[src/rtl/reset_sequencer.sv]
// Staged reset / clock-enable sequencer for the ADC digital side.
// Each stage gets its clock enabled STAGE_DELAY cycles before its reset is
// released, so synchronous-reset logic sees clock edges while still in reset.
module reset_sequencer #(
    parameter int unsigned NUM_STAGES   = 4,
    parameter int unsigned HOLD_CYCLES  = 8,
    parameter int unsigned STAGE_DELAY  = 4,
    parameter int unsigned CNT_W        = 8,
    parameter logic        RESET_ACTIVE = 1'b1
) (
    input  logic                  clk,
    input  logic                  rst,
    input  logic                  soft_rst_req,
    output logic [NUM_STAGES-1:0] stage_rst,
    output logic [NUM_STAGES-1:0] clk_en,
    output logic                  busy,
    output logic                  done
);

    localparam int unsigned            IDX_W     = (NUM_STAGES > 1) ? $clog2(NUM_STAGES) : 1;
    localparam logic [CNT_W-1:0]       HOLD_LAST = CNT_W'(HOLD_CYCLES - 1);
    localparam logic [CNT_W-1:0]       STEP_LAST = CNT_W'(STAGE_DELAY - 1);
    localparam logic [IDX_W-1:0]       IDX_LAST  = IDX_W'(NUM_STAGES - 1);
    localparam logic [NUM_STAGES-1:0]  RST_ALL   = {NUM_STAGES{RESET_ACTIVE}};

    // ST_LAST is the one-cycle gap between the last release and RUN;
    // ST_DRAIN/ST_FLUSH are the two edges of a soft-reset drain.
    typedef enum logic [2:0] {
        ST_HOLD,
        ST_SEQ,
        ST_LAST,
        ST_RUN,
        ST_DRAIN,
        ST_FLUSH
    } state_e;

    state_e                  state_q;
    logic [CNT_W-1:0]        cnt_q;
    logic [IDX_W-1:0]        idx_q;
    logic [NUM_STAGES-1:0]   stage_rst_q;
    logic [NUM_STAGES-1:0]   clk_en_q;
    logic                    busy_q;
    logic                    done_q;

    // Sequencer FSM with registered outputs; rst overrides everything.
    always_ff @(posedge clk) begin
        if (rst) begin
            state_q     <= ST_HOLD;
            cnt_q       <= '0;
            idx_q       <= '0;
            stage_rst_q <= RST_ALL;
            clk_en_q    <= '0;
            busy_q      <= 1'b1;
            done_q      <= 1'b0;
        end else begin
            case (state_q)
                ST_HOLD: begin
                    if (cnt_q == HOLD_LAST) begin
                        clk_en_q[0] <= 1'b1;
                        cnt_q       <= '0;
                        idx_q       <= '0;
                        state_q     <= ST_SEQ;
                    end else begin
                        cnt_q <= cnt_q + CNT_W'(1);
                    end
                end

                ST_SEQ: begin
                    if (soft_rst_req) begin
                        state_q <= ST_DRAIN;
                    end else if (cnt_q == STEP_LAST) begin
                        cnt_q <= '0;
                        // Release stage k and enable the clock of stage k+1.
                        for (int unsigned i = 0; i < NUM_STAGES; i++) begin
                            if (idx_q == IDX_W'(i)) begin
                                stage_rst_q[i] <= ~RESET_ACTIVE;
                            end
                            if ((idx_q != IDX_LAST) && ((idx_q + IDX_W'(1)) == IDX_W'(i))) begin
                                clk_en_q[i] <= 1'b1;
                            end
                        end
                        if (idx_q == IDX_LAST) begin
                            state_q <= ST_LAST;
                        end else begin
                            idx_q <= idx_q + IDX_W'(1);
                        end
                    end else begin
                        cnt_q <= cnt_q + CNT_W'(1);
                    end
                end

                ST_LAST: begin
                    if (soft_rst_req) begin
                        state_q <= ST_DRAIN;
                    end else begin
                        busy_q  <= 1'b0;
                        done_q  <= 1'b1;
                        state_q <= ST_RUN;
                    end
                end

                ST_RUN: begin
                    if (soft_rst_req) begin
                        state_q <= ST_DRAIN;
                    end
                end

                ST_DRAIN: begin
                    clk_en_q <= '0;
                    busy_q   <= 1'b1;
                    done_q   <= 1'b0;
                    state_q  <= ST_FLUSH;
                end

                ST_FLUSH: begin
                    stage_rst_q <= RST_ALL;
                    cnt_q       <= '0;
                    idx_q       <= '0;
                    state_q     <= ST_HOLD;
                end

                default: begin
                    state_q     <= ST_HOLD;
                    cnt_q       <= '0;
                    idx_q       <= '0;
                    stage_rst_q <= RST_ALL;
                    clk_en_q    <= '0;
                    busy_q      <= 1'b1;
                    done_q      <= 1'b0;
                end
            endcase
        end
    end

    assign stage_rst = stage_rst_q;
    assign clk_en    = clk_en_q;
    assign busy      = busy_q;
    assign done      = done_q;

endmodule

[config.mk]
export PLATFORM = sky130hd
export DESIGN_NAME = reset_sequencer
export DESIGN_NICKNAME = d
export VERILOG_FILES = /design/src/rtl/reset_sequencer.sv
export SDC_FILE = /design/constraint.sdc
export NUM_CORES = 1
export LEC_CHECK = 0
export CAP_MARGIN = 10
export CELL_PAD_IN_SITES_DETAIL_PLACEMENT = 1
export CELL_PAD_IN_SITES_GLOBAL_PLACEMENT = 2
export CORE_AREA = 2 2 68 70
export DETAILED_ROUTE_END_ITERATION = 10
export DIE_AREA = 0 0 70 72
export PLACE_DENSITY = 0.75
export SYNTH_ARGS = -nofsm -noshare
export SYNTH_HDL_FRONTEND = slang
export SYNTH_SLANG_ARGS = --single-unit
export TNS_END_PERCENT = 20
[constraint.sdc]
create_clock -name clk -period 1.65 [get_ports clk]
set_input_delay 0.33 -clock clk [delete_from_list [all_inputs] [get_ports clk]]
set_output_delay 0.33 -clock clk [all_outputs]
set_load 0.1 [all_outputs]
==> results.env <==
DIE_Y_UM=72
CAP_VIOLATIONS=0
SYNTH-EDFF-COUNT=0
TIMING_WORST_SLEW_PIN_VALUE_NS=0.414
HOLD_BUFFERS=0
NUM_IO_PINS=13
CLK_TRANSITION_REPORTED_PATHS_NS=0.09
FINAL_CORE_OCC_PCT=44.5
POST_SYNTH_AND_OR_NAND_NOR_AREA_FRACTION_PCT=24.9
CORE_REGION_AREA_UM2=4260
TRITONCTS.NUM_BUFFERS=3
YS_WARN_COUNT=0
TRITONCTS='done'
WHS_NS=0.521
PLACE_WORST_SETUP_SLACK_NS=-0.240
SYNTH_ADDER_AREA_SHARE_PCT=5.80
DIE-AREA_UM2=5040
SYNTHDISTINCTLIBCELLS=48
HOLD_VIOLATIONS=0
AREA_GROWTH_PCT=46.7
SYN-INSTANCE-COUNT=144
CP_DATA_REQUIRED_TIME_NS=1.83
ROOT_BUFFER='sky130_fd_sc_hd__clkbuf_8'
SYNTH_TOP_FAMILY_BY_AREA='compound AO/OA/AOI/OAI gates'
HEADROOM_TO_THE_MAX_SLEW_LIMIT_PCT=72.3
ENDPOINT_KIND='register'
POST_SYNTH_XOR_AREA_FRACTION_PCT=0.677
PLACEMENT_ROWS=24
FILLERS=499
MAXCLOCKFREQUENCY_GHz=0.595
SYNTH_SEQ_AREA_SHARE_PCT=35.6
PLACE_CONGESTION=0.761
CLOCK_INSERTION_DELAY_AT_THE_LATER_PIN_OF_THE_SKEW_REPORT_NS=0.28
FINAL_MIN_PERIOD_OVER_CLOCK_PERIOD_PCT=102
DESIGN.FINAL.NETS=195
COMPOUND_GATE_FRACTION_OF_SYNTH_AREA_PCT=28.3
MIN-DELAY-PATH-CLASS='register to register'
GROUTE.USAGE.OVERALL_PCT=16.2
DIE_WIDTH_UM=70
DRT-VIAS-PER-INSTANCE=5.19
SYNTHMUXAREASHARE_PCT=0.774
WORSTPATHARRIVAL_NS=1.86
VIA_COUNT_OF_THE_ROUTED_DESIGN=1229
FINAL-MAX-SLEW-VIOLATION-COUNT=0
CLOCK_TREE.HTREE_LEVEL_COUNT=1
POWER.LEAKAGE_nW=0.739
DP_HPWL_UM=2790
MAPPEDNETLISTNETS=153
DETAILEDROUTE.FIRSTPASSITERATIONCOUNT=4
SUM_OF_ROUTED_WIRE_LENGTH_OVER_ALL_LAYERS_UM=3670
AVGROUTEDWIREPERCELL_UM=15.5
GRT_PASS1_VIAS=1341
GLOBALROUTEOVERFLOWTOTAL=0
CRIT_TYPE='register to register'
IRDROPWORSTVDD_mV=0.291
CRITICAL_PATH.MAX_FANOUT=4
GRT_ANTENNA_BEFORE_REPAIR=0
NUM_ANTENNA_CELLS=0
FIN_AREA_UM2=1900
SETUP_REPAIR_AFTER_GLOBAL_ROUTING_MISSED_ITS_MARGIN='true'
GRT_PASS1_WL_UM=6490
DRC_VIOLATIONS_LEFT=0
SETUP-VIOLATIONS-FINAL=4
POST_ROUTE_CELLS_DRIVE_ABOVE_1_SHARE_PCT=37.8
PERIOD_NEEDED_NS=1.68
POSTSYNTH.ASYNCRESETSHARE_PCT=0
INITIALDRTVIOLATIONCOUNT=60
FAILED_CHECKS='setup timing'
SYNTH-MAIN-FF-CELL='sky130_fd_sc_hd__dfxtp_1'
PLACE_AREA_UM2=1770
WORST_SLACK_NS=-0.0303
STATUS='finished, violations left'
MAPPEDNETLISTAREA_UM2=1290
FINAL.SETUP_SKEW_NS=0.00950
PWR_DENSITY_CELL_nW_PER_UM2=586
START_UTIL_PCT=30.3
SETUP.WORST_PATH.START_CLASS='register'
SYNTH-SEQ-CELLS=23
MAX_ROOT_SINK_BUFFERS=2
PORTBUFFERS=12
CTS_NUM_SINKS=23
ROUTE.ANTENNA.REMAINING_NETS=0
GRT_START_MAX_NET_PINS=17
SYNTH.AVG_CELL_AREA_UM2=8.98
[worst max-delay path, cell delays in order, from the launching register on]
cell	delay, ns
sky130_fd_sc_hd__dfxtp_2	0.36
sky130_fd_sc_hd__ha_4	0.16
sky130_fd_sc_hd__or4b_4	0.51
sky130_fd_sc_hd__nor4_4	0.17
sky130_fd_sc_hd__buf_6	0.17
sky130_fd_sc_hd__o31ai_2	0.07
sky130_fd_sc_hd__a21o_1	0.15
[registers in the layout, summed over array words and instances (netlist names)]
signal,flops
done,1
busy,1
idx_q,2
stage_rst,4
clk_en,4
cnt_q,8
state_q,3
[cell families after synthesis]
group                    after synthesis
AO/OA/AOI/OAI                         49
XOR/XNOR                               1
adder cells (fa/ha/maj)                6
buffers and inverters                 12
flip-flops                            23
multiplexers                           1
AND/OR/NAND/NOR                       52
[placed cells by master (no fill, tap or decap), drive strengths merged, types with 4 or more instances in the layout]
| cell type | count |
|---|---|
| nor3 | 6 |
| inv | 5 |
| nand2 | 15 |
| buf | 42 |
| a21oi | 10 |
| a31oi | 4 |
| o21a | 4 |
| o21ai | 7 |
| or3 | 4 |
| dfxtp | 23 |
| ha | 6 |
| a21o | 6 |
| nor2 | 7 |
[repair_timing]
item                                    in CTS  in global routing
endpoints found under the setup margin      16                 18
pin swaps                                   10                  6
resized for setup                           11                  3
setup buffers                                3                  0
[stage by stage]
step	setup TNS, ns	cells	power (mW)
finish	-0.0794	237	1.11
global route	-0.703	237	1.17
CTS	-0.507	237	1.12
detailed placement	-3.46	230	0.734
global placement	-2.34	230	0.725
floorplan	0	144	0.663
[routing by layer]
| metal | track usage [%] | vias to the layer above | wire [um] |
|---|---|---|---|
| met5 | 0 | - | 0 |
| met4 | 5.77 | 0 | 67 |
| met3 | 2.78 | 7 | 78 |
| met2 | 28.7 | 12 | 1870 |
| met1 | 19.8 | 592 | 1650 |
| li1 | - | 618 | - |
[area by class of cell]
class | count | area, um^2 | share of cell area [%]
Clock buffer | 3 | 41.3 | 2.18
Clock inverter | 1 | 5.00 | 0.264
Inverter | 5 | 18.8 | 0.989
Multi-Input combinational cell | 109 | 837 | 44.1
Sequential cell | 23 | 464 | 24.5
Tap cell | 52 | 65.1 | 3.43
Timing Repair Buffer | 44 | 467 | 24.6
[final timing paths]
kind                    startpoint                         to  slack [ns]  cells after the start
max          cnt_q[1]$_SDFFE_PP0P_  stage_rst[1]$_SDFFE_PP1P_       -0.03                      6
min              done$_SDFFE_PP0P_          done$_SDFFE_PP0P_        0.52                      2
max reg2reg  cnt_q[1]$_SDFFE_PP0P_  stage_rst[1]$_SDFFE_PP1P_       -0.03                      6
min reg2reg      done$_SDFFE_PP0P_          done$_SDFFE_PP0P_        0.52                      2
[report_power, final]
group / switching [mW] / internal, mW
clock: 0.198 / 0.169
sequential: 0.0131 / 0.568
combinational: 0.0745 / 0.0891
total: 0.286 / 0.826
[cells in the mapped netlist, types with 2 or more instances]
master                     instances  area share (%)
sky130_fd_sc_hd__a21o_1            6             3.5
sky130_fd_sc_hd__nand2_1          15             4.4
sky130_fd_sc_hd__nor4b_1           2             1.4
sky130_fd_sc_hd__buf_2             2            0.77
sky130_fd_sc_hd__o21bai_1          3             1.7
sky130_fd_sc_hd__nor2_1            7             2.0
sky130_fd_sc_hd__dfxtp_1          23              36
sky130_fd_sc_hd__or2_2             2            0.97
sky130_fd_sc_hd__clkbuf_1          3            0.87
sky130_fd_sc_hd__o21ai_1           3             1.2
sky130_fd_sc_hd__inv_1             5             1.5
sky130_fd_sc_hd__o31ai_1           2             1.2
sky130_fd_sc_hd__nand3b_1          2             1.2
sky130_fd_sc_hd__a22o_1            3             2.0
sky130_fd_sc_hd__nand2b_1          2            0.97
sky130_fd_sc_hd__ha_1              6             5.8
sky130_fd_sc_hd__nor3_1            5             1.9
sky130_fd_sc_hd__o21a_1            3             1.7
sky130_fd_sc_hd__a21oi_1          10             3.9
sky130_fd_sc_hd__o22ai_1           3             1.5
sky130_fd_sc_hd__or3_1             3             1.5
sky130_fd_sc_hd__nand3_1           3             1.2
sky130_fd_sc_hd__a31oi_1           4             1.9
sky130_fd_sc_hd__o21ai_0           3             1.2
No activity file was read; power rests on OpenSTA's default activity.
